## config.mk

```make
export PLATFORM = sky130hd
export DESIGN_NAME = op_loader_flat
export DESIGN_NICKNAME = d
export VERILOG_FILES = /design/src/rtl/op_loader_pkg.sv /design/src/rtl/mb8_io.sv /design/src/rtl/op_loader.sv /design/src/flat_wrapper.sv
export SDC_FILE = /design/constraint.sdc
export NUM_CORES = 1
export LEC_CHECK = 0
export ABC_CLOCK_PERIOD_IN_PS = 2600
export BUFFER_PORTS_ARGS = -buffer_cell sky130_fd_sc_hd__buf_4
export CAP_MARGIN = 40
export CORE_UTILIZATION = 50
export DETAILED_ROUTE_END_ITERATION = 16
export PLACE_DENSITY = 0.8
export SLEW_MARGIN = 20
export SYNTH_ARGS = -nofsm -noshare
export SYNTH_HDL_FRONTEND = slang
export SYNTH_SLANG_ARGS = --single-unit
```

## constraint.sdc

```tcl
create_clock -name clk -period 2.6 [get_ports clk]
set_clock_uncertainty 0.2 [all_clocks]
set_input_delay 0 -clock clk [delete_from_list [all_inputs] [get_ports clk]]
set_output_delay 0 -clock clk [all_outputs]
set_load 0.02 [all_outputs]
```

## src/rtl/op_loader_pkg.sv

```systemverilog
// Shared definitions for the opcode-image path: address/data width
// defaults, the loader state encoding and the opcode set that the
// exec unit decodes from the image the loader writes.
package op_loader_pkg;

  localparam int ASZ_DEF = 17;
  localparam int DSZ_DEF = 8;

  // Loader FSM encoding; the loader mirrors these as 2-bit localparams.
  typedef enum logic [1:0] {
    LD_IDLE  = 2'd0,
    LD_LOAD  = 2'd1,
    LD_CKSUM = 2'd2,
    LD_DONE  = 2'd3
  } ld_state_e;

  // Opcodes fetched by the exec unit starting at ip0.
  typedef enum logic [7:0] {
    OP_NOP  = 8'h00,
    OP_LDI  = 8'h01,
    OP_ADD  = 8'h02,
    OP_SUB  = 8'h03,
    OP_JMP  = 8'h10,
    OP_JZ   = 8'h11,
    OP_ST   = 8'h20,
    OP_LD   = 8'h21,
    OP_HALT = 8'hFF
  } opcode_e;

endpackage

```

## src/rtl/mb8_io.sv

```systemverilog
// Byte-memory port: we/ai/vi carry writes toward memory, vo returns
// read data. The loader only writes, so it leaves vo alone.
interface mb8_io #(
  parameter int ASZ = op_loader_pkg::ASZ_DEF,
  parameter int DSZ = op_loader_pkg::DSZ_DEF
) ();

  logic           we;
  logic [ASZ-1:0] ai;
  logic [DSZ-1:0] vi;
  logic [DSZ-1:0] vo;

  modport master (output we, output ai, output vi, input vo);
  modport slave  (input we, input ai, input vi, output vo);

endinterface

```

## src/rtl/op_loader.sv

```systemverilog
// Opcode-image loader: streams len bytes from the rx handshake into
// byte memory starting at base, one byte per cycle, addresses wrapping
// modulo 2^ASZ. Each accepted byte is written on the following cycle.
//
// Build option: define LOADER_CKSUM_EN to accept one trailing checksum
// byte after the payload and flag err when it differs from the 8-bit
// sum of the payload bytes. Without it err is tied low and no trailer
// is consumed.
//
// state | meaning
// ------+--------------------------------------------------------------
// IDLE  | waiting for start; outputs quiet
// LOAD  | accepting payload bytes, each written one cycle later
// CKSUM | accepting the trailer byte and comparing it (option only)
// DONE  | one-cycle done pulse, then back to IDLE
module op_loader
  import op_loader_pkg::*;
#(
  parameter int ASZ = ASZ_DEF,
  parameter int DSZ = DSZ_DEF
) (
  input  logic           clk,
  input  logic           rst,
  mb8_io.master          mb_if,
  input  logic           start,
  input  logic [ASZ-1:0] base,
  input  logic [ASZ-1:0] len,
  input  logic           rx_vld,
  input  logic [DSZ-1:0] rx_dat,
  output logic           rx_rdy,
  output logic           busy,
  output logic           done,
  output logic           err,
  output logic [ASZ-1:0] wr_cnt
);

  localparam logic [1:0] S_IDLE  = LD_IDLE;
  localparam logic [1:0] S_LOAD  = LD_LOAD;
  localparam logic [1:0] S_DONE  = LD_DONE;
`ifdef LOADER_CKSUM_EN
  localparam logic [1:0] S_CKSUM = LD_CKSUM;
  // The payload hands over to the trailer check.
  localparam logic [1:0] S_AFTER = S_CKSUM;
`else
  localparam logic [1:0] S_AFTER = S_DONE;
`endif

  logic [1:0]     st_q;
  logic [1:0]     st_d;
  logic [ASZ-1:0] base_q;
  logic [ASZ-1:0] rem_q;
  logic [ASZ-1:0] wr_cnt_q;
  logic           we_q;
  logic [ASZ-1:0] ai_q;
  logic [DSZ-1:0] vi_q;

  logic start_acc;
  logic rx_acc;
  logic ld_acc;
  logic last_byte;

  // vo is the read-return lane of the shared port; nothing here reads it.
  logic unused_vo;
  assign unused_vo = ^mb_if.vo;

  assign start_acc = start && (st_q == S_IDLE);
  assign rx_acc    = rx_vld && rx_rdy;
  assign ld_acc    = rx_acc && (st_q == S_LOAD);
  // rem_q counts payload bytes still to accept; terminal count is 1.
  assign last_byte = (rem_q == ASZ'(1));

  // Next-state selection.
  always_comb begin
    st_d = st_q;
    case (st_q)
      S_IDLE: begin
        if (start) begin
          st_d = (len == '0) ? S_DONE : S_LOAD;
        end
      end
      S_LOAD: begin
        if (ld_acc && last_byte) begin
          st_d = S_AFTER;
        end
      end
`ifdef LOADER_CKSUM_EN
      S_CKSUM: begin
        if (rx_acc) begin
          st_d = S_DONE;
        end
      end
`endif
      S_DONE: st_d = S_IDLE;
      default: st_d = S_IDLE;
    endcase
  end

  // State register.
  always_ff @(posedge clk) begin
    if (rst) begin
      st_q <= S_IDLE;
    end else begin
      st_q <= st_d;
    end
  end

  // Load context: latched base, remaining-byte down-counter and write count.
  always_ff @(posedge clk) begin
    if (rst) begin
      base_q   <= '0;
      rem_q    <= '0;
      wr_cnt_q <= '0;
    end else if (start_acc) begin
      base_q   <= base;
      rem_q    <= len;
      wr_cnt_q <= '0;
    end else if (ld_acc) begin
      rem_q    <= rem_q - ASZ'(1);
      wr_cnt_q <= wr_cnt_q + ASZ'(1);
    end
  end

  // Memory write stage: a payload byte accepted now is written next cycle.
  // Reset clears we_q so a byte still in flight is dropped, not written.
  always_ff @(posedge clk) begin
    if (rst) begin
      we_q <= 1'b0;
      ai_q <= '0;
      vi_q <= '0;
    end else begin
      we_q <= ld_acc;
      if (ld_acc) begin
        ai_q <= base_q + wr_cnt_q;
        vi_q <= rx_dat;
      end
    end
  end

`ifdef LOADER_CKSUM_EN
  logic [7:0] sum_q;
  logic       err_q;

  // Running payload sum and trailer comparison; err holds until the next load.
  always_ff @(posedge clk) begin
    if (rst) begin
      sum_q <= '0;
      err_q <= 1'b0;
    end else if (start_acc) begin
      sum_q <= '0;
      err_q <= 1'b0;
    end else if (ld_acc) begin
      sum_q <= sum_q + 8'(rx_dat);
    end else if (rx_acc && (st_q == S_CKSUM)) begin
      err_q <= (8'(rx_dat) != sum_q);
    end
  end

  assign err    = err_q;
  assign rx_rdy = (st_q == S_LOAD) || (st_q == S_CKSUM);
`else
  assign err    = 1'b0;
  assign rx_rdy = (st_q == S_LOAD);
`endif

  assign busy     = (st_q != S_IDLE);
  assign done     = (st_q == S_DONE);
  assign wr_cnt   = wr_cnt_q;
  assign mb_if.we = we_q;
  assign mb_if.ai = ai_q;
  assign mb_if.vi = vi_q;

endmodule

```

## src/flat_wrapper.sv

```systemverilog
// flat-port wrapper written by rule: the top's interface ports become plain ports
module op_loader_flat import op_loader_pkg::*;
#(
  parameter int ASZ = ASZ_DEF,
  parameter int DSZ = DSZ_DEF
)
  (clk, rst, start, base, len, rx_vld, rx_dat, rx_rdy, busy, done, err, wr_cnt, mb_if_we, mb_if_ai, mb_if_vi, mb_if_vo);
  mb8_io #(.ASZ(ASZ), .DSZ(DSZ)) mb_if_i ();
  input  logic clk;
  input  logic rst;
  input  logic start;
  input  logic [ASZ-1:0] base;
  input  logic [ASZ-1:0] len;
  input  logic rx_vld;
  input  logic [DSZ-1:0] rx_dat;
  output logic rx_rdy;
  output logic busy;
  output logic done;
  output logic err;
  output logic [ASZ-1:0] wr_cnt;
  output wire logic [$bits(mb_if_i.we)-1:0] mb_if_we;
  output wire logic [$bits(mb_if_i.ai)-1:0] mb_if_ai;
  output wire logic [$bits(mb_if_i.vi)-1:0] mb_if_vi;
  input wire logic [$bits(mb_if_i.vo)-1:0] mb_if_vo;
  assign mb_if_we = mb_if_i.we;
  assign mb_if_ai = mb_if_i.ai;
  assign mb_if_vi = mb_if_i.vi;
  assign mb_if_i.vo = mb_if_vo;
  op_loader #(.ASZ(ASZ), .DSZ(DSZ)) u_core (.clk(clk), .rst(rst), .mb_if(mb_if_i), .start(start), .base(base), .len(len), .rx_vld(rx_vld), .rx_dat(rx_dat), .rx_rdy(rx_rdy), .busy(busy), .done(done), .err(err), .wr_cnt(wr_cnt));
endmodule
```

# Word-level counts from Yosys, hierarchy flattened
# Cells that the tools add are included.
# classes
eq_ne	5
n_reduce_logical	10
muxes	6
addsub	3
# op_table
operator	count
17-bit two-way mux	2
17-bit by 1-bit adder with 17-bit output, second input constant	1
17-bit adder	1
17-bit by 1-bit equality test with 1-bit output, second input constant	1
17-bit zero test	1
17-bit by 1-bit subtractor with 17-bit output, second input constant	1
2-bit two-way mux	3
1-bit logical AND	4
2-bit inequality test, second input constant	2
2-bit case mux with 2 select lines	1
2-bit nonzero test	2
2-bit by 1-bit equality test with 1-bit output, second input constant	1
2-bit equality test, second input constant	1
2-bit zero test	1
2-bit AND reduction	1
2-bit OR reduction	1
# totals
out_inout_bits	47
wordCells	31
register_bits	79
in_bits	54

# Depth between registers and ports, before layout
# Gate-level depths: netlist of the first run.
# depth
depth_word	6
ltp_mapped	8
depth_no_buf	8

# Worst setup path after synthesis of the first run
# Ideal clock, no wire load.
# synth_path
kind	register -> register
startpoint	register u_core.wr_cnt_q[0], in the netlist u_core.wr_cnt[0]
endpoint	register u_core.ai_q[16], in the netlist u_core.mb_if.ai[16]
n_path_buf	0
path_stages_with_launch	9
synth_period_minus_slack_ns	2.527
arrival_ns	2.240
path_slack_ns	0.073
required_ns	2.313
cell_sequence	dfxtp_1 ha_1 fa_1 a211oi_1 o21ai_1 o2111ai_1 a31oi_1 and3_1 o31ai_1
# synth_between
elab_chain_len	1
# synth_lines
element	line	text
from (decl)	op_loader.sv:52	logic [ASZ-1:0] wr_cnt_q;
from (signal assigned)	op_loader.sv:119	wr_cnt_q <= wr_cnt_q + ASZ'(1);
17-bit adder	op_loader.sv:133	ai_q <= base_q + wr_cnt_q;
to (signal assigned)	op_loader.sv:133	
to (decl)	op_loader.sv:54	logic [ASZ-1:0] ai_q;
# No other way between the ends.
# A chain may end at the register's enable or synchronous reset.

# Worst setup path in the final report of the first run
# Ends and elaborated chain as after synthesis.

==> results of run 1 <==
## registers in the layout (all words and copies together), names as in the netlist
signal,flops
u_core.rem_q,17
u_core.mb_if.vi,8
u_core.st_q,2
u_core.mb_if.we,1
u_core.wr_cnt,17
u_core.base_q,17
u_core.mb_if.ai,17
## worst paths after layout
kind                                    from                                to  slack, ns  cells after the start
max            u_core.wr_cnt[0]$_SDFFE_PP0P_  u_core.mb_if.ai[16]$_SDFFE_PP0P_       0.13                      8
min                                  base[4]     u_core.base_q[4]$_SDFFE_PP0P_       0.24                      4
max reg2reg    u_core.wr_cnt[0]$_SDFFE_PP0P_  u_core.mb_if.ai[16]$_SDFFE_PP0P_       0.13                      8
min reg2reg  u_core.mb_if.vi[0]$_SDFFE_PP0P_   u_core.mb_if.vi[0]$_SDFFE_PP0P_       0.26                      2
## kinds of logic after synthesis
group / Yosys count / share of synthesized area, %
other: 1 / 0.0937
adders and majority gates: 20 / 6.44
DFF: 79 / 39.5
muxes: 4 / 1.00
buffers and inverters: 36 / 3.47
xor gates and xnor gates: 22 / 4.81
and+or+nand+nor: 220 / 25.3
AOI/OAI and AO/OA: 128 / 19.3
## tightest hold or removal path, stage by stage
cell and delay, ns:
dlygate4sd3_1 0.52, buf_4 0.10, nand2_1 0.04, a21oi_1 0.10
## cells in the mapped netlist, types with 7 or more instances
cell      instances  area (sq um)
a31oi_1           7          43.8
o21ai_0          17          85.1
nor3_1           12          60.1
nand4_1           9          56.3
a211oi_1          7          52.6
inv_1             8          30.0
a21oi_1          63           315
ha_1             19           238
dfxtp_1          79          1580
xor2_1           11          96.3
nand2_1          95           357
nand3_1          15          75.1
clkbuf_1         24          90.1
nor2_1           48           180
xnor2_1          11          96.3
or3_1             9          56.3
## report_power, final
group / switching, mW / leakage (nW) / internal (mW)
sequential: 0.0439 / 0.644 / 1.26
clock: 0.460 / 0.0916 / 0.468
combinational: 0.239 / 1.59 / 0.215
total: 0.743 / 2.33 / 1.94
## what timing repair did
item / in CTS / in global routing
hold endpoints to repair: 53 / 0
hold buffers: 48 / 0
setup endpoints to repair: 0 / 4
resized for setup: 0 / 4
## layout make-up
class | instances | area (sq um) | area share, %
Inverter | 9 | 33.8 | 0.613
Multi-Input combinational cell | 395 | 2300 | 41.8
Tap cell | 102 | 128 | 2.32
Sequential cell | 79 | 1580 | 28.7
Clock inverter | 5 | 57.6 | 1.04
Clock buffer | 11 | 141 | 2.56
Timing Repair Buffer | 151 | 1270 | 23.0
## cell usage in the layout, fill, tap and decap left out, types with 3 or more instances in the layout
cell | netlist | routed
dlygate4sd3_1 | 0 | 48
nor3_1 | 12 | 12
a221oi_1 | 4 | 4
nand4_1 | 9 | 9
o211ai_1 | 6 | 6
buf_4 | 1 | 102
mux2i_1 | 4 | 4
nor4_1 | 6 | 6
or3_1 | 9 | 9
clkbuf_8 | 0 | 10
dfxtp_1 | 79 | 78
a211oi_1 | 7 | 7
nor2b_1 | 3 | 3
o311ai_0 | 3 | 3
a31oi_1 | 7 | 6
and3_1 | 5 | 5
o21ai_0 | 17 | 17
nand3_1 | 15 | 15
nor2_1 | 48 | 48
xor2_1 | 11 | 11
inv_1 | 8 | 8
a21oi_1 | 63 | 63
a21o_1 | 6 | 6
ha_1 | 19 | 19
xnor2_1 | 11 | 11
clkinvlp_4 | 0 | 3
nand2_1 | 95 | 95
and2_1 | 5 | 5
## metal layers
layer  routed length (um)  up-vias  share of wire (%)  GRT usage [%]
met3                  858       19                7.5           5.11
met2                 5570      202                 49           48.8
met5                    0        -                  0              0
met1                 4840     2029                 42           34.9
met4                  209        0                1.8           12.0
li1                     -     2082                  -              -
## per-stage QoR
step / instance area, sq um / setup TNS (ns) / worst slack [ns] / hold WS [ns]
after floorplan: 4000 / 0 / 0.0725 / -0.0640
after global placement: 4810 / 0 / 0.135 / 0.0478
after detailed placement: 4810 / 0 / 0.0388 / 0.0584
after CTS: 5490 / 0 / 0.00819 / 0.225
after global routing: 5510 / -0.0577 / -0.0577 / 0.239
final: 5510 / 0 / 0.132 / 0.236
==> flow_summary.yaml, run 1 <==
routing:
  drtIter0Drc: 417
  viasPerCell: 5.76
  dr.pass1.iters: 5
  wire_per_inst_um: 15.3
  vias: 4332
  totalWireLength_um: 11500
  drc_errors: 0
  drt.antenna.violating_nets: 0
logic_synthesis:
  synth_flop_cell: "dfxtp_1"
  ys_seq_area_share_pct: 39.5
  postSynthCellCount: 510
  synthArstFlopShare_pct: 0
  ys_types: 51
  syn_avg_cell_area_sq_um: 7.85
  synth_edf_count: 0
  synth_seq_cells: 79
  syn_area_sq_um: 4000
  yosysWarnings: 0
  synthesis.nets: 584
clock_tree:
  cts_inserted_buffers: 9
  cts_setup_buffers: 0
  clk-insertion-delay-late_ns: 0.36
  clockRootBuffer: "clkbuf_8"
  path_clk_slew_ns: 0.08
  clock_tree.buffer_depth: 2
  clock-sinks: 79
  tritoncts: "yes"
  htree_levels: 3
sta:
  finalHoldViolCount: 0
  setup_viol: 0
  fmax_mhz: 405
  period_share_pct: 94.9
  fin_crit_ns: 2.47
  slew_headroom_pct: 53.1
  finalMaxSlewViolations: 0
  tightest_slew_ns: 0.702
  rsz0062_at_grt: "true"
final_layout:
  num_antenna_cells: 0
  final_util_pct: 71.3
  fin_nets: 719
  synthToLayoutAreaGrowth_pct: 37.7
  fin_cells: 752
  drive_gt1_share_pct: 19.2
  fillers: 619
critical_path:
  worstSetupPathType: "reg -> reg"
  cp.required_ns: 2.67
  critPathArrivalTime_ns: 2.53
  crit_slowest_cell: "fa_1"
  crit_family: "compound AO/OA/AOI/OAI gates"
  path_cells: "ha_1, fa_1, a211oi_1, o21ai_1, o2111ai_2, a31oi_4, and3_1, o31ai_1"
  setup.worst_path.end_class: "flip-flop"
  crit_fanout: 4
  critPathLaunchType: "flip-flop"
  max_stage_delay_ns: 0.44
  crit_buf_inv: 0
status:
  status: "complete, no violations"
worst_hold_path:
  hold_class: "in -> reg"
power:
  leakage_nw: 2.33
  peakVddDrop_uv: 269
  power_mw: 2.69
  p_per_area_nw_per_um2: 487
global_route:
  grt_max_degree: 63
  grt_util_all_layers_pct: 28.5
  global_route.overflow_total: 0
  grt_pass1_vias: 4114
  antenna_found_initial: 0
  grt_pass1_wl_um: 19100
die:
  die_w_um: 91.5
  die_h_um: 91.5
  num_io_pins: 101
  rows: 32
  coreArea_sq_um: 7730
  start_util_pct: 51.8
  die_area_sq_um: 8370
flow_run:
  maxCapViolations: 0
place:
  dp_hpwl_um: 7580
  place_congestion: 0.882
  portBuffers: 91
  dp.cells: 688
No activity file was read; power rests on OpenSTA's default activity.
==> inputs of run 2 (changes only) <==
- PLACE_DENSITY: 0.8 -> not set
- PLACE_DENSITY_LB_ADDON: not set -> 0.2
==> run 2 against run 1 <==
Register-to-register slack about the same. Cell area is 6.1% higher. Combinational power increased by 7.7%. Total power rose by 12%. Maximum frequency shrank 0.42%. Routed wire length grew 1.3%. Via count rose by 1.3%. Flip-flop and latch count unchanged. Sequential share of layout area fell by 1.6 points. Worst hold slack got worse by 0.20 ns. Sequential power hardly changed. Worst setup slack lost 0.010 ns. Critical path type unchanged. Critical endpoint is now u_core.rem_q[16]$_SDFFE_PP0P_. Largest cell class unchanged. Highest routed layer unchanged.
==> flow_summary.yaml, run 2 (synthesized netlist as in run 1, its figures left out) <==
status:
  status: "complete, no violations"
place:
  dp_hpwl_um: 7430
  dp.cells: 689
  portBuffers: 91
  place_congestion: 0.903
flow_run:
  maxCapViolations: 0
final_layout:
  final_cell_mix: "104 x buf_4, 95 x nand2_1, 75 x dfxtp_1"
  synthToLayoutAreaGrowth_pct: 46.1
  final_util_pct: 75.7
  drive_gt1_share_pct: 20.1
  final_common_cell: "buf_4"
  fin_cells: 778
  num_antenna_cells: 0
  fin_nets: 745
  fillers: 575
die:
  die_h_um: 91.5
  rows: 32
  coreArea_sq_um: 7730
  start_util_pct: 51.8
  num_io_pins: 101
  die_area_sq_um: 8370
  die_w_um: 91.5
power:
  p_per_area_nw_per_um2: 514
  leakage_nw: 2.54
  peakVddDrop_uv: 356
sta:
  fin_crit_ns: 2.48
  finalMaxSlewViolations: 0
  period_share_pct: 95.3
  fmax_mhz: 404
  rsz0062_at_grt: "false"
  timing.setup.tns_ns: 0
  slew_headroom_pct: 54.7
  tightest_slew_ns: 0.680
  finalHoldViolCount: 0
  setup_viol: 0
global_route:
  global_route.overflow_total: 0
  antenna_found_initial: 0
  grt_pass1_vias: 4230
  grt_pass1_wl_um: 19400
  grt_max_degree: 64
  grt_util_all_layers_pct: 28.9
critical_path:
  critPathLaunchType: "flip-flop"
  crit_slowest_cell: "or4_4"
  worstSetupPathType: "reg -> reg"
  crit_fanout: 7
  setup.worst_path.end_class: "flip-flop"
  path_cells: "or4_4, or3_4, or3_1, or3_1, a31oi_1"
  max_stage_delay_ns: 0.59
  cp.required_ns: 2.67
  crit_buf_inv: 0
  crit_family: "simple AND/OR/NAND/NOR gates"
  cpMostUsedCell: "or3_1"
  critPathArrivalTime_ns: 2.55
clock_tree:
  htree_levels: 3
  cts_inserted_buffers: 9
  clock-sinks: 79
  clockRootBuffer: "clkbuf_8"
  tritoncts: "yes"
  clock_tree.buffer_depth: 2
  clk-insertion-delay-late_ns: 0.35
  path_clk_slew_ns: 0.09
routing:
  drc_errors: 0
  drtIter0Drc: 228
  vias: 4389
  dr.pass1.iters: 5
  totalWireLength_um: 11600
  wire_per_inst_um: 14.9
  drt.antenna.violating_nets: 0
  viasPerCell: 5.64
worst_hold_path:
  hold_class: "in -> reg"
-- run 2: cell count changes in the layout (fill, tap and decap cells not counted), sizes merged --
cell          before  now
clkbuf            11    9
clkinvlp           3    1
dlymetal6s4s       0    1
buf              103  104
dlygate4sd3       48   72
clkinv             2    3
bufinv             1    4
-- run 2: area by class of cell --
cell class / count / area [sq um] / area share (%)
sequential: 79 / 1590 / 27.1
inverter: 9 / 33.8 / 0.578
tap: 102 / 128 / 2.18
timing repair buffer: 177 / 1510 / 25.9
clock buffer: 9 / 124 / 2.12
multi-input combinational: 395 / 2320 / 39.6
clock inverter: 7 / 145 / 2.48
-- run 2: report_power, final --
| part | internal [mW] | leakage (nW) | switching, mW |
|---|---|---|---|
| clock | 0.738 | 0.130 | 0.471 |
| combinational | 0.245 | 1.77 | 0.244 |
| sequential | 1.26 | 0.645 | 0.0447 |
| total | 2.24 | 2.54 | 0.760 |
-- run 2: what timing repair did --
action,4_1_cts,5_1_grt
resized for setup,0,14
hold buffers,73,0
endpoints found under the setup margin,0,13
endpoints found under the hold margin,51,0
setup buffers,0,0
-- run 2: metrics by stage --
stage | setup WS, ns | total power [mW] | hold slack (ns) | cell area (sq um)
floorplan | 0.0725 | 1.56 | -0.0640 | 4000
global placement | 0.150 | 1.70 | 0.0468 | 4810
detailed placement | 0.0914 | 1.71 | 0.0575 | 4810
CTS | 0.0678 | 2.99 | 0.0195 | 5810
global route | 0.00529 | 3.12 | 0.0773 | 5850
finish | 0.122 | 3.00 | 0.0337 | 5850
-- run 2: metal layers --
metal  part of all wire (%)  vias to the layer above  wire, um  track usage [%]
li1                       -                     2130         -                -
met1                     44                     2092      5090             35.6
met2                     49                      146      5660             50.3
met3                    5.7                       21       662             5.86
met4                    1.8                        0       205             8.73
met5                      0                        -         0                0
-- run 2: path summary, 6_finish.rpt --
check	slack [ns]	from	cells past startpoint	endpoint
worst max-delay path	0.12	u_core.rem_q[8]$_SDFFE_PP0P_	5	u_core.rem_q[16]$_SDFFE_PP0P_
worst min-delay path	0.03	rx_vld	5	u_core.st_q[1]$_SDFFE_PP0P_
worst max register to register	0.12	u_core.rem_q[8]$_SDFFE_PP0P_	5	u_core.rem_q[16]$_SDFFE_PP0P_
worst min register to register	0.26	u_core.mb_if.ai[10]$_SDFFE_PP0P_	2	u_core.mb_if.ai[10]$_SDFFE_PP0P_
-- run 2: worst min-delay path, stage by stage --
cell and delay, ns:
buf_4 0.12, o311ai_0 0.16, nor4_2 0.07, a21oi_1 0.14, nor2b_1 0.05
==> inputs of run 3 (changes only) <==
- ABC_CLOCK_PERIOD_IN_PS: 2600 -> 2100
- CORE_UTILIZATION: 50 -> 48
- clock period: 2.6 -> 2.1 ns (I/O delays scaled with it)
==> run 3 against run 2 <==
Sequential power is 23% higher. Utilization is 4.3 points higher. Combinational power is 48% higher. Register-to-register slack worse by 0.36 ns. The flow now finishes with violations (setup timing). Maximum frequency is 5.8% higher. Largest cell class unchanged. Largest power group unchanged.
==> flow_summary.yaml, run 3 (synthesized netlist as in run 1, its figures left out) <==
status:
  status: "finished with violations"
  violations: "setup timing"
sta:
  finalHoldViolCount: 0
  finalMaxSlewViolations: 0
  rsz0062_at_grt: "true"
  finalWorstSetupSlack_ns: -0.241
  period_share_pct: 111
  fin_crit_ns: 2.34
  fmax_mhz: 427
  timing.setup.tns_ns: -1.00
  setup_viol: 9
critical_path:
  critPathLaunchType: "flip-flop"
  worstSetupPathType: "reg -> reg"
  crit_slowest_cell: "or4_4"
  setup.worst_path.end_class: "flip-flop"
  r2r_cells: 5
  max_stage_delay_ns: 0.52
  path_cells: "or4_4, or3_4, or3_4, or3_4, a31oi_2"
  critPathArrivalTime_ns: 2.42
  cp.required_ns: 2.17
  cpMostUsedCell: "or3_4"
  crit_fanout: 3
final_layout:
  fin_nets: 776
  final_cell_mix: "143 x buf_4, 94 x nand2_1, 65 x dfxtp_1"
  synthToLayoutAreaGrowth_pct: 57.7
  num_antenna_cells: 0
  final_common_cell: "buf_4"
  final_area_sq_um: 6310
  drive_gt1_share_pct: 32.1
die:
  die_area_sq_um: 8710
  die_w_um: 93.3
  die_h_um: 93.3
  rows: 32
  coreArea_sq_um: 7890
  num_io_pins: 101
  start_util_pct: 50.7
clock_tree:
  clk-insertion-delay-late_ns: 0.35
  clock-sinks: 79
  tritoncts: "yes"
  htree_levels: 3
  clockRootBuffer: "clkbuf_8"
  path_clk_slew_ns: 0.08
  clock_tree.buffer_depth: 2
  cts_inserted_buffers: 9
power:
  power_mw: 3.53
  leakage_nw: 2.68
  peakVddDrop_uv: 364
  p_per_area_nw_per_um2: 560
place:
  dp_hpwl_um: 8090
  portBuffers: 91
  dpl-instance-area_sq_um: 5210
  place_congestion: 0.889
global_route:
  grt_pass1_vias: 4466
  grt_pass1_wl_um: 20500
  global_route.overflow_total: 0
  grt_max_degree: 41
  antenna_found_initial: 0
  grt_util_all_layers_pct: 29.8
worst_hold_path:
  hold_class: "in -> reg"
  hold_depth: 4
routing:
  wire_per_inst_um: 16.2
  dr.pass1.iters: 5
  totalWireLength_um: 13100
  drtIter0Drc: 299
  vias: 4622
  drt.antenna.violating_nets: 0
  viasPerCell: 5.71
  drc_errors: 0
flow_run:
  maxCapViolations: 0
## run 3: cell count changes in the layout (fill, tap and decap cells not counted), sizes merged
cell / previous run / this run
buf: 104 / 147
dlygate4sd3: 72 / 61
clkbuf: 9 / 13
bufinv: 4 / 1
clkinvlp: 1 / 0
dlymetal6s4s: 1 / 0
## run 3: path summary, 6_finish.rpt
kind	from	end	slack [ns]
worst max-delay path	u_core.rem_q[11]$_SDFFE_PP0P_	u_core.rem_q[15]$_SDFFE_PP0P_	-0.24
worst min-delay path	base[3]	u_core.base_q[3]$_SDFFE_PP0P_	0.24
worst min register to register	u_core.mb_if.vi[6]$_SDFFE_PP0P_	u_core.mb_if.vi[6]$_SDFFE_PP0P_	0.26
worst max register to register	u_core.rem_q[11]$_SDFFE_PP0P_	u_core.rem_q[15]$_SDFFE_PP0P_	-0.24
## run 3: repair_timing
| item | 4_1_cts | 5_1_grt |
|---|---|---|
| hold buffers | 61 | 0 |
| gates resized for setup | 16 | 35 |
| setup buffers | 5 | 0 |
| pin swaps | 10 | 12 |
| setup endpoints to repair | 10 | 38 |
| cloned | 0 | 0 |
| endpoints found under the hold margin | 53 | 0 |
## run 3: critical path: cells and delay by family (launching register included)
family	cells	cell delay, ns
and+or+nand+nor	4	1.56
DFF	1	0.33
AOI/OAI and AO/OA	1	0.17
## run 3: cell type report
cell class | instances | area (sq um)
clock buffers | 13 | 169
multi-input cells | 395 | 2590
flip-flops and latches | 79 | 1610
well taps | 102 | 128
repair buffers | 208 | 1750
inverters | 9 | 33.8
clock inverters | 3 | 40.0
fillers | 500 | 1580
## run 3: per-layer routing
| layer | share of wire, % | up-vias | track usage (%) |
|---|---|---|---|
| met5 | 0 | - | 0 |
| met1 | 42 | 2170 | 37.1 |
| met2 | 48 | 205 | 51.2 |
| met3 | 6.2 | 52 | 4.39 |
| li1 | - | 2195 | - |
| met4 | 3.7 | 0 | 12.6 |
## run 3: report_power, final
| part | internal (mW) | switching (mW) |
|---|---|---|
| combinational | 0.362 | 0.360 |
| sequential | 1.56 | 0.0511 |
| clock | 0.644 | 0.556 |
## run 3: metrics by stage
stage	util, %	setup slack (ns)	hold WS, ns	instances
after floorplan	-	-0.146	-0.0640	510
after global placement	66.1	-0.160	0.0500	727
after detailed placement	66.1	-0.186	0.0568	727
after CTS	78.0	-0.173	0.231	809
after global routing	80.0	-0.318	0.257	809
final	80.0	-0.241	0.236	809
